`src/rtl/cache_fill_ctrl_pkg.sv`:
```
// Shared definitions for the cache fill controller: FSM state encoding,
// the word size in bytes, and block-offset/word-index width helpers.
package cache_fill_ctrl_pkg;

  typedef enum logic [1:0] {
    S_IDLE  = 2'd0,
    S_WRITE = 2'd1,
    S_FILL  = 2'd2,
    S_DRAIN = 2'd3
  } state_e;

  localparam int BYTES_PER_WORD = 2;

  // Bits of a byte address that select a byte inside one cache block.
  function automatic int offset_bits(input int words_per_block);
    return $clog2(words_per_block) + $clog2(BYTES_PER_WORD);
  endfunction

  function automatic int word_idx_bits(input int words_per_block);
    return (words_per_block > 1) ? $clog2(words_per_block) : 1;
  endfunction

  function automatic int grant_bits(input int num_ports);
    return (num_ports > 1) ? $clog2(num_ports) : 1;
  endfunction

endpackage

```
`src/rtl/cache_fill_ctrl_if.sv`:
```
// Bundle of cache-channel, write-through and main-memory signals around the
// fill controller; master = controller side, slave = caches + memory.
interface cache_fill_ctrl_if
  import cache_fill_ctrl_pkg::*;
#(
  parameter int NUM_PORTS       = 2,
  parameter int WORDS_PER_BLOCK = 8,
  parameter int ADDR_W          = 16,
  parameter int DATA_W          = 16
);
  localparam int WIDX = word_idx_bits(WORDS_PER_BLOCK);

  // Handshakes: miss_req[i] is a level held by cache i until fill_tag_we[i]
  // is seen; busy[i] stalls that cache. wr_req is held until the one-cycle
  // wr_ack pulse. Memory accepts one address per cycle while mem_en is high
  // and answers each read with mem_data_valid after a fixed latency.
  logic [NUM_PORTS-1:0]        miss_req;
  logic [NUM_PORTS*ADDR_W-1:0] miss_addr;
  logic                        wr_req;
  logic [ADDR_W-1:0]           wr_addr;
  logic [DATA_W-1:0]           wr_data;
  logic                        wr_ack;
  logic [NUM_PORTS-1:0]        busy;
  logic [NUM_PORTS-1:0]        fill_data_we;
  logic [NUM_PORTS-1:0]        fill_tag_we;
  logic [WIDX-1:0]             fill_word;
  logic [DATA_W-1:0]           fill_data;
  logic                        mem_en;
  logic                        mem_wr;
  logic [ADDR_W-1:0]           mem_addr;
  logic [DATA_W-1:0]           mem_data_in;
  logic [DATA_W-1:0]           mem_data_out;
  logic                        mem_data_valid;

  modport master (
    input  miss_req, miss_addr, wr_req, wr_addr, wr_data,
    input  mem_data_out, mem_data_valid,
    output wr_ack, busy, fill_data_we, fill_tag_we, fill_word, fill_data,
    output mem_en, mem_wr, mem_addr, mem_data_in
  );

  modport slave (
    output miss_req, miss_addr, wr_req, wr_addr, wr_data,
    output mem_data_out, mem_data_valid,
    input  wr_ack, busy, fill_data_we, fill_tag_we, fill_word, fill_data,
    input  mem_en, mem_wr, mem_addr, mem_data_in
  );

endinterface

```
`src/rtl/cache_fill_ctrl_fill_arbiter.sv`:
```
// Miss-channel arbiter. Build macro FILL_RR_EN selects round-robin (pointer
// moves past the channel whose fill completed); otherwise lowest index wins.
module fill_arbiter #(
  parameter int NUM_PORTS = 2,
  parameter int GW        = 1
) (
  input  logic                 clk,
  input  logic                 rst,
  input  logic [NUM_PORTS-1:0] req_i,
  input  logic                 advance_i,
  input  logic [GW-1:0]        adv_idx_i,
  output logic [GW-1:0]        grant_o,
  output logic                 valid_o
);

`ifdef FILL_RR_EN
  logic [GW-1:0] ptr_q;
  logic [GW-1:0] ptr_d;

  always_comb begin
    ptr_d = ptr_q;
    if (advance_i) begin
      ptr_d = (adv_idx_i == GW'(NUM_PORTS - 1)) ? '0 : adv_idx_i + 1'b1;
    end
  end

  always_ff @(posedge clk) begin
    if (rst) ptr_q <= '0;
    else     ptr_q <= ptr_d;
  end

  // Search upward from the pointer, wrapping at NUM_PORTS.
  always_comb begin
    int idx;
    grant_o = '0;
    valid_o = 1'b0;
    idx     = 0;
    for (int off = 0; off < NUM_PORTS; off++) begin
      idx = int'(ptr_q) + off;
      if (idx >= NUM_PORTS) idx = idx - NUM_PORTS;
      if (!valid_o && req_i[idx]) begin
        grant_o = GW'(idx);
        valid_o = 1'b1;
      end
    end
  end
`else
  logic unused_rr_inputs;
  assign unused_rr_inputs = ^{clk, rst, advance_i, adv_idx_i};

  // Descending scan so the lowest requesting index is the last to write.
  always_comb begin
    grant_o = '0;
    valid_o = 1'b0;
    for (int i = NUM_PORTS - 1; i >= 0; i--) begin
      if (req_i[i]) begin
        grant_o = GW'(i);
        valid_o = 1'b1;
      end
    end
  end
`endif

endmodule

```
`src/rtl/cache_fill_ctrl.sv`:
```
// Cache fill / memory arbitration controller: serialises write-through stores
// and block fills for NUM_PORTS caches. Build macro FILL_RR_EN: round-robin fills.
module cache_fill_ctrl
  import cache_fill_ctrl_pkg::*;
#(
  parameter int NUM_PORTS       = 2,
  parameter int WORDS_PER_BLOCK = 8,
  parameter int ADDR_W          = 16,
  parameter int DATA_W          = 16
) (
  input  logic              clk,
  input  logic              rst,
  cache_fill_ctrl_if.master bus,
  output state_e            dbg_state_o
);

  localparam int WIDX  = word_idx_bits(WORDS_PER_BLOCK);
  localparam int OFF_W = offset_bits(WORDS_PER_BLOCK);
  localparam int GW    = grant_bits(NUM_PORTS);
  localparam logic [WIDX-1:0]   LAST_WORD = WIDX'(WORDS_PER_BLOCK - 1);
  localparam logic [ADDR_W-1:0] OFF_MASK  = ADDR_W'((1 << OFF_W) - 1);

  state_e            state_q, state_d;
  logic [GW-1:0]     grant_q, grant_d;
  logic [WIDX-1:0]   issue_q, issue_d;
  logic [WIDX-1:0]   ret_q,   ret_d;
  logic [ADDR_W-1:0] base_q,  base_d;

  logic [GW-1:0]        arb_idx;
  logic                 arb_valid;
  logic [ADDR_W-1:0]    sel_addr;
  logic [ADDR_W-1:0]    fill_addr;
  logic [NUM_PORTS-1:0] grant_oh;
  logic                 fill_active;
  logic                 fill_done;

  logic                 wr_ack;
  logic                 mem_en;
  logic                 mem_wr;
  logic [ADDR_W-1:0]    mem_addr;
  logic [DATA_W-1:0]    mem_data_in;
  logic [NUM_PORTS-1:0] fill_data_we;
  logic [NUM_PORTS-1:0] fill_tag_we;
  logic [NUM_PORTS-1:0] busy;

  fill_arbiter #(
    .NUM_PORTS (NUM_PORTS),
    .GW        (GW)
  ) u_arb (
    .clk       (clk),
    .rst       (rst),
    .req_i     (bus.miss_req),
    .advance_i (fill_done),
    .adv_idx_i (grant_q),
    .grant_o   (arb_idx),
    .valid_o   (arb_valid)
  );

  always_comb begin
    sel_addr = '0;
    for (int i = 0; i < NUM_PORTS; i++) begin
      if (arb_idx == GW'(i)) sel_addr = bus.miss_addr[i*ADDR_W +: ADDR_W];
    end
  end

  assign fill_addr   = base_q + ADDR_W'(issue_q) * ADDR_W'(BYTES_PER_WORD);
  assign grant_oh    = NUM_PORTS'(1) << grant_q;
  assign fill_active = (state_q == S_FILL) || (state_q == S_DRAIN);

  always_comb begin
    state_d      = state_q;
    grant_d      = grant_q;
    issue_d      = issue_q;
    ret_d        = ret_q;
    base_d       = base_q;
    wr_ack       = 1'b0;
    mem_en       = 1'b0;
    mem_wr       = 1'b0;
    mem_addr     = '0;
    mem_data_in  = '0;
    fill_data_we = '0;
    fill_tag_we  = '0;
    fill_done    = 1'b0;

    case (state_q)
      S_IDLE: begin
        if (bus.wr_req) begin
          state_d = S_WRITE;
        end else if (arb_valid) begin
          state_d = S_FILL;
          grant_d = arb_idx;
          base_d  = sel_addr & ~OFF_MASK;
          issue_d = '0;
          ret_d   = '0;
        end
      end
      S_WRITE: begin
        mem_en      = 1'b1;
        mem_wr      = 1'b1;
        mem_addr    = bus.wr_addr;
        mem_data_in = bus.wr_data;
        wr_ack      = 1'b1;
        state_d     = S_IDLE;
      end
      S_FILL: begin
        mem_en   = 1'b1;
        mem_addr = fill_addr;
        issue_d  = issue_q + 1'b1;
        if (issue_q == LAST_WORD) state_d = S_DRAIN;
      end
      S_DRAIN: ;
      default: state_d = S_IDLE;
    endcase

    // Returns can overlap issuing; the last one closes the fill from either state.
    if (fill_active && bus.mem_data_valid) begin
      fill_data_we = grant_oh;
      ret_d        = ret_q + 1'b1;
      if (ret_q == LAST_WORD) begin
        fill_tag_we = grant_oh;
        fill_done   = 1'b1;
        state_d     = S_IDLE;
      end
    end
  end

  always_comb begin
    busy = '0;
    for (int i = 0; i < NUM_PORTS; i++) begin
      busy[i] = bus.miss_req[i] | (fill_active & (grant_q == GW'(i)));
    end
  end

  always_ff @(posedge clk) begin
    if (rst) begin
      state_q <= S_IDLE;
      grant_q <= '0;
      issue_q <= '0;
      ret_q   <= '0;
      base_q  <= '0;
    end else begin
      state_q <= state_d;
      grant_q <= grant_d;
      issue_q <= issue_d;
      ret_q   <= ret_d;
      base_q  <= base_d;
    end
  end

  assign bus.wr_ack       = wr_ack;
  assign bus.busy         = busy;
  assign bus.fill_data_we = fill_data_we;
  assign bus.fill_tag_we  = fill_tag_we;
  assign bus.fill_word    = ret_q;
  assign bus.fill_data    = bus.mem_data_out;
  assign bus.mem_en       = mem_en;
  assign bus.mem_wr       = mem_wr;
  assign bus.mem_addr     = mem_addr;
  assign bus.mem_data_in  = mem_data_in;
  assign dbg_state_o      = state_q;

endmodule

```
`src/flat_wrapper.sv`:
```
// flat-port wrapper written by rule: the top's interface ports become plain ports
module cache_fill_ctrl_flat import cache_fill_ctrl_pkg::*;
#(
  parameter int NUM_PORTS       = 2,
  parameter int WORDS_PER_BLOCK = 8,
  parameter int ADDR_W          = 16,
  parameter int DATA_W          = 16
)
  (clk, rst, dbg_state_o, bus_miss_req, bus_miss_addr, bus_wr_req, bus_wr_addr, bus_wr_data, bus_mem_data_out, bus_mem_data_valid, bus_wr_ack, bus_busy, bus_fill_data_we, bus_fill_tag_we, bus_fill_word, bus_fill_data, bus_mem_en, bus_mem_wr, bus_mem_addr, bus_mem_data_in);
  cache_fill_ctrl_if #(.NUM_PORTS(NUM_PORTS), .WORDS_PER_BLOCK(WORDS_PER_BLOCK), .ADDR_W(ADDR_W), .DATA_W(DATA_W)) bus_i ();
  input  logic clk;
  input  logic rst;
  output state_e dbg_state_o;
  input wire logic [$bits(bus_i.miss_req)-1:0] bus_miss_req;
  input wire logic [$bits(bus_i.miss_addr)-1:0] bus_miss_addr;
  input wire logic [$bits(bus_i.wr_req)-1:0] bus_wr_req;
  input wire logic [$bits(bus_i.wr_addr)-1:0] bus_wr_addr;
  input wire logic [$bits(bus_i.wr_data)-1:0] bus_wr_data;
  input wire logic [$bits(bus_i.mem_data_out)-1:0] bus_mem_data_out;
  input wire logic [$bits(bus_i.mem_data_valid)-1:0] bus_mem_data_valid;
  output wire logic [$bits(bus_i.wr_ack)-1:0] bus_wr_ack;
  output wire logic [$bits(bus_i.busy)-1:0] bus_busy;
  output wire logic [$bits(bus_i.fill_data_we)-1:0] bus_fill_data_we;
  output wire logic [$bits(bus_i.fill_tag_we)-1:0] bus_fill_tag_we;
  output wire logic [$bits(bus_i.fill_word)-1:0] bus_fill_word;
  output wire logic [$bits(bus_i.fill_data)-1:0] bus_fill_data;
  output wire logic [$bits(bus_i.mem_en)-1:0] bus_mem_en;
  output wire logic [$bits(bus_i.mem_wr)-1:0] bus_mem_wr;
  output wire logic [$bits(bus_i.mem_addr)-1:0] bus_mem_addr;
  output wire logic [$bits(bus_i.mem_data_in)-1:0] bus_mem_data_in;
  assign bus_i.miss_req = bus_miss_req;
  assign bus_i.miss_addr = bus_miss_addr;
  assign bus_i.wr_req = bus_wr_req;
  assign bus_i.wr_addr = bus_wr_addr;
  assign bus_i.wr_data = bus_wr_data;
  assign bus_i.mem_data_out = bus_mem_data_out;
  assign bus_i.mem_data_valid = bus_mem_data_valid;
  assign bus_wr_ack = bus_i.wr_ack;
  assign bus_busy = bus_i.busy;
  assign bus_fill_data_we = bus_i.fill_data_we;
  assign bus_fill_tag_we = bus_i.fill_tag_we;
  assign bus_fill_word = bus_i.fill_word;
  assign bus_fill_data = bus_i.fill_data;
  assign bus_mem_en = bus_i.mem_en;
  assign bus_mem_wr = bus_i.mem_wr;
  assign bus_mem_addr = bus_i.mem_addr;
  assign bus_mem_data_in = bus_i.mem_data_in;
  cache_fill_ctrl #(.NUM_PORTS(NUM_PORTS), .WORDS_PER_BLOCK(WORDS_PER_BLOCK), .ADDR_W(ADDR_W), .DATA_W(DATA_W)) u_core (.clk(clk), .rst(rst), .bus(bus_i), .dbg_state_o(dbg_state_o));
endmodule
```
`config.mk`:
```
export PLATFORM = sky130hd
export DESIGN_NAME = cache_fill_ctrl_flat
export DESIGN_NICKNAME = d
export VERILOG_FILES = /design/src/rtl/cache_fill_ctrl_pkg.sv /design/src/rtl/cache_fill_ctrl_if.sv /design/src/rtl/cache_fill_ctrl_fill_arbiter.sv /design/src/rtl/cache_fill_ctrl.sv /design/src/flat_wrapper.sv
export SDC_FILE = /design/constraint.sdc
export NUM_CORES = 1
export LEC_CHECK = 0
export ABC_CLOCK_PERIOD_IN_PS = 4700
export BUFFER_PORTS_ARGS = -buffer_cell sky130_fd_sc_hd__buf_2
export CORE_ASPECT_RATIO = 1.25
export CORE_MARGIN = 5
export CORE_UTILIZATION = 41
export CTS_CLUSTER_DIAMETER = 80
export DETAILED_ROUTE_END_ITERATION = 7
export PLACE_DENSITY_LB_ADDON = 0.08
export SLEW_MARGIN = 40
export SYNTH_ARGS = -nofsm -noshare
export SYNTH_HDL_FRONTEND = slang
export SYNTH_HIERARCHICAL = 1
export SYNTH_SLANG_ARGS = --single-unit
```
`constraint.sdc`:
```
create_clock -name clk -period 4.7 [get_ports clk]
set_clock_uncertainty 0.2 [all_clocks]
set_input_delay 0.94 -clock clk [delete_from_list [all_inputs] [get_ports clk]]
set_output_delay 0.94 -clock clk [all_outputs]
set_load 0.05 [all_outputs]
```
[Word level (Yosys, flattened, before mapping)]
Index checks and enable logic that the tools add are counted.
Storage, ports and cells
  bits in registers: 21
  word-level logic and storage cells: 55
Cells by class
  add/subtract/negate cells: 3
  equality and inequality tests: 8
  shift-type cells: 1
  muxes and demuxes: 22
  bitwise gates (word level): 6
  reduce and logical (&&, ||, !) cells: 10
Operator list (count)
  two-way mux 16 bit: 2
  one-hot mux 16 bit (2 select lines): 1
  adder 16 x 4 -> 16 bit: 1
  two-way mux 2 bit: 8
  two-way mux 3 bit: 4
  AND reduction 3 bit: 3
  adder 3 x 1 -> 3 bit, second input constant: 2
  == test 3 bit, second input constant: 2
  one-hot mux 2 bit (3 select lines): 1
  one-hot mux 3 bit (2 select lines): 1
  nonzero test 2 bit: 3
  two-way mux 1 bit: 5
  == test 2 bit, second input constant: 2
  != test 2 x 1 -> 1 bit, second input constant: 2
  bitwise AND 1 bit: 2
  == test 2 x 1 -> 1 bit, second input constant: 1
  logical NOT 2 bit: 1
  != test 2 bit, second input constant: 1
  inverter 1 bit: 2
  bitwise OR 1 bit: 2
  OR reduction 2 bit: 1
  left shift 1 x 1 -> 2 bit, first input constant: 1
  logical AND 1 bit: 1
  logical OR 1 bit: 1

[Logic depth before layout (Yosys ltp)]
  depth after elaboration: 7
  gate-level depth with buffers: 7
  depth with buffers taken out: 5

[Modules after synthesis]
Netlist, hierarchy kept.
Modules (own cells, without submodules)
  cache_fill_ctrl: instances 1, cells each 190, area each 1697.9 um^2, seq. area each 420.4 um^2
  fill_arbiter: instances 1, cells each 2, area each 12.5 um^2, seq. area each 0.0 um^2

[Worst setup path before layout]
OpenSTA, ideal clock, no wires.
  path kind: register to output
  start: register u_core.state_q[1] (netlist: u_core/dbg_state_o[1])
  end: output port bus_mem_addr[11]
  arrival: 2474 ps
  required time: 3560 ps
  path slack: 1086 ps
  cell stages (with the launch flop): 7
  buffers on the path: 2
  cell sequence: dfxtp_1 > inv_1 > ha_1 > and2_1 > buf_2 > buf_2 > a22o_1
Between the ends
  longest elaborated chain between the ends: 2
  elaborated cells between the ends (all ways): 3
  classes of those cells: eq/ne (2); mux (1)
Ends and longest elaborated chain
  from (decl): RTL line cache_fill_ctrl.sv:23  | state_e state_q, state_d;
  from (signal assigned): RTL line cache_fill_ctrl.sv:142  | state_q <= state_d;
  == test 2 bit / == test 2 x 1 -> 1 bit (equally long branches): RTL line cache_fill_ctrl.sv:85  | case (state_q)
  one-hot mux 16 bit (2 select lines) *: RTL line cache_fill_ctrl.sv:85
  to (decl): RTL line flat_wrapper.sv:29  | output wire logic [$bits(bus_i.mem_addr)-1:0] bus_mem_addr;
Mark *: on every way between the ends. The rest lies on a longest branch, timed or not.

[Final worst setup path]
  start: register u_core.state_q[1] (netlist: u_core/dbg_state_o[1])
  end: output port bus_mem_addr[12]
Same word-level chain as after synthesis.

==> flow_summary.yaml <==
timing:
  fin_crit_ns: 3.467
  max_slew.worst_pin.slew_ns: 0.5987
  finalCritPeriodShare_pct: 73.76
  slew_violations: 0
  setup_viol: 0
  fmax_mhz: 288.4
  fin_tns_setup_ns: 0
  slew_headroom_pct: 60.09
  timing.hold.ws_ns: 0.2965
  hold_viol_final: 0
  grt_setup_unrepaired: "no"
grt:
  grt_antenna_before_repair: 0
  grt_overflow_total: 0
  grt_pass1_vias: 1553
  grt_pass1_wl_um: 6810
  grt_use_total_pct: 15.55
  grt_start_max_net_pins: 26
placement:
  dp_cells: 326
  gp_congestion: 0.7414
  hpwlAfterDp_um: 3451
  io_buffers: 107
cells_and_area:
  stdcell_count: 330
  final_cell_mix: "buf_2 (107), dfxtp_1 (21), and2_1 (18)"
  insertedDiodeCount: 0
  seqCellArea_um2: 420.4
  multi_input_comb_area_um2: 1036
  final_common_cell: "buf_2"
  drive_above_1_share_pct: 49.64
  fillers: 402
  finalNetCount: 371
  syn2layout_area_growth_pct: 25.60
floorplanning:
  rows: 26
  core-area_um2: 4066
  die_height_um: 82.21
  die-area_um2: 5571
  dieWidth_um: 67.77
  start_util_pct: 42.06
  io_pins: 148
synthesis:
  ys_warn_count: 6
  synthCells: 192
  synth_top_area_share_pct: 24.58
  ys_seq_elements: 21
  ys_seq_area_share_pct: 24.58
  synth_fp_nets: 288
  ys_types: 36
  avgSynthCellArea_um2: 8.908
  yosysTopAreaCell: "dfxtp_1"
  netlist_area_um2: 1710
  synth_area_leaders: "dfxtp_1 (25%), a211oi_2 (8.8%), buf_4 (7.9%)"
clock_tree:
  cts_tree: "built"
  cts_sinks: 21
  htree_levels: 1
  post_cts_buffers: 0
  cts_resized: 0
  cts_made_buffers: 3
  cts_root_buffer: "clkbuf_8"
  clock_latency_ns: 0.26
  postCtsHoldBufs: 0
  clkSlewWorstSetupHoldPaths_ns: 0.08
  clk_path_buf_depth: 2
setup_path:
  crit_path_end_kind: "output port"
  cp.arrival_ns: 2.33
  cp-start-kind: "flip-flop"
  crit_required_ns: 3.56
  path_class: "reg2out"
  crit_fanout: 20
power_and_ir_drop:
  ir_drop_mv: 0.1828
  power_leakage_nw: 1.106
  finalPower_mw: 0.5842
  power.density_nw_per_um2: 272.0
run:
  max_cap_viol_count: 0
detailed_routing:
  firstDrtPassIters: 4
  drcViolationCount: 0
  wl_um: 4315
  dr.first_iter.drc_count: 54
  wire_per_inst_um: 13.08
  ant_nets: 0
  vias: 1616
  routed_via_density: 4.897
worst_hold_path:
  hold_path.class: "reg2reg"
status:
  outcome: "complete, no violations"
## sequential cells by signal, indices dropped and copies added (netlist names)
| register | flops |
|---|---|
| u_core/dbg_state_o | 2 |
| u_core/bus.fill_word | 3 |
| u_core/base_q | 12 |
| u_core/issue_q | 3 |
| u_core/grant_q | 1 |
## metrics by stage
stage	cell area, um^2	setup slack, ns	utilization (%)
2_1_floorplan	1710	1.086	-
3_3_place_gp	2098	1.502	51.60
3_5_place_dp	2100	1.452	51.63
4_1_cts	2148	1.156	52.83
5_1_grt	2148	0.9239	52.83
6_report	2148	1.233	52.83
## critical path, stage by stage, from the launching register on
cell and delay [ns]:
dfxtp_1 0.40, inv_1 0.15, ha_1 0.47, and2_1 0.56, a22o_1 0.22, buf_2 0.26
## cell families (layout without fill, tap and decap cells)
kind of cell             after synthesis  in the layout  synth area share (%)
multiplexers                          12             12                 7.023
flip-flops                            21             21                 24.58
buffers and inverters                 38            120                 14.92
AND/OR/NAND/NOR                       64             64                 21.36
AO/OA/AOI/OAI                         47             47                 24.80
adder cells (fa/ha/maj)               10             10                 7.315
## synthesized netlist by cell type (all sizes together)
master,number
nor2b,4
inv,8
a21oi,5
nor2,17
ha,10
o21ai,2
buf,27
clkbuf,3
nand4,2
nand2,3
a21o,2
mux2i,12
dfxtp,21
nand2b,3
a22o,15
a31oi,3
and3b,2
and3,1
nand3,9
nand4b,1
nand3b,1
o311ai,1
o21bai,1
o211ai,4
or2,3
and2,18
a2111oi,1
a211oi,13
## where the power goes
| part | total [mW] | switching, mW | internal (mW) |
|---|---|---|---|
| sequential | 0.211 | 0.0154 | 0.195 |
| clock | 0.118 | 0.0587 | 0.0598 |
| combinational | 0.255 | 0.171 | 0.0839 |
## cell type report
cell class / instances / share of cell area, %
multi-input cells: 133 / 48.22
well taps: 56 / 3.262
clock buffers: 3 / 1.922
clock inverters: 1 / 0.3494
repair buffers: 108 / 25.28
flip-flops and latches: 21 / 19.57
inverters: 8 / 1.398
## worst paths after layout
path,slack (ns),start,end,cells past startpoint
worst min-delay path,0.30,u_core/issue_q[1],u_core/issue_q[1],2
worst max-delay path,1.23,u_core/dbg_state_o[1],bus_mem_addr[12],5
worst max register to register,2.64,u_core/dbg_state_o[1],u_core/base_q[4],5
worst min register to register,0.30,u_core/issue_q[1],u_core/issue_q[1],2
## per-layer routing
metal,vias to the layer above,share of wire (%),track usage (%)
met5,-,0,0
met4,0,0.97,4.175
met3,4,10,3.924
met2,94,46,26.87
met1,692,42,19.00
li1,826,-,-
No activity file was read; power rests on OpenSTA's default activity.
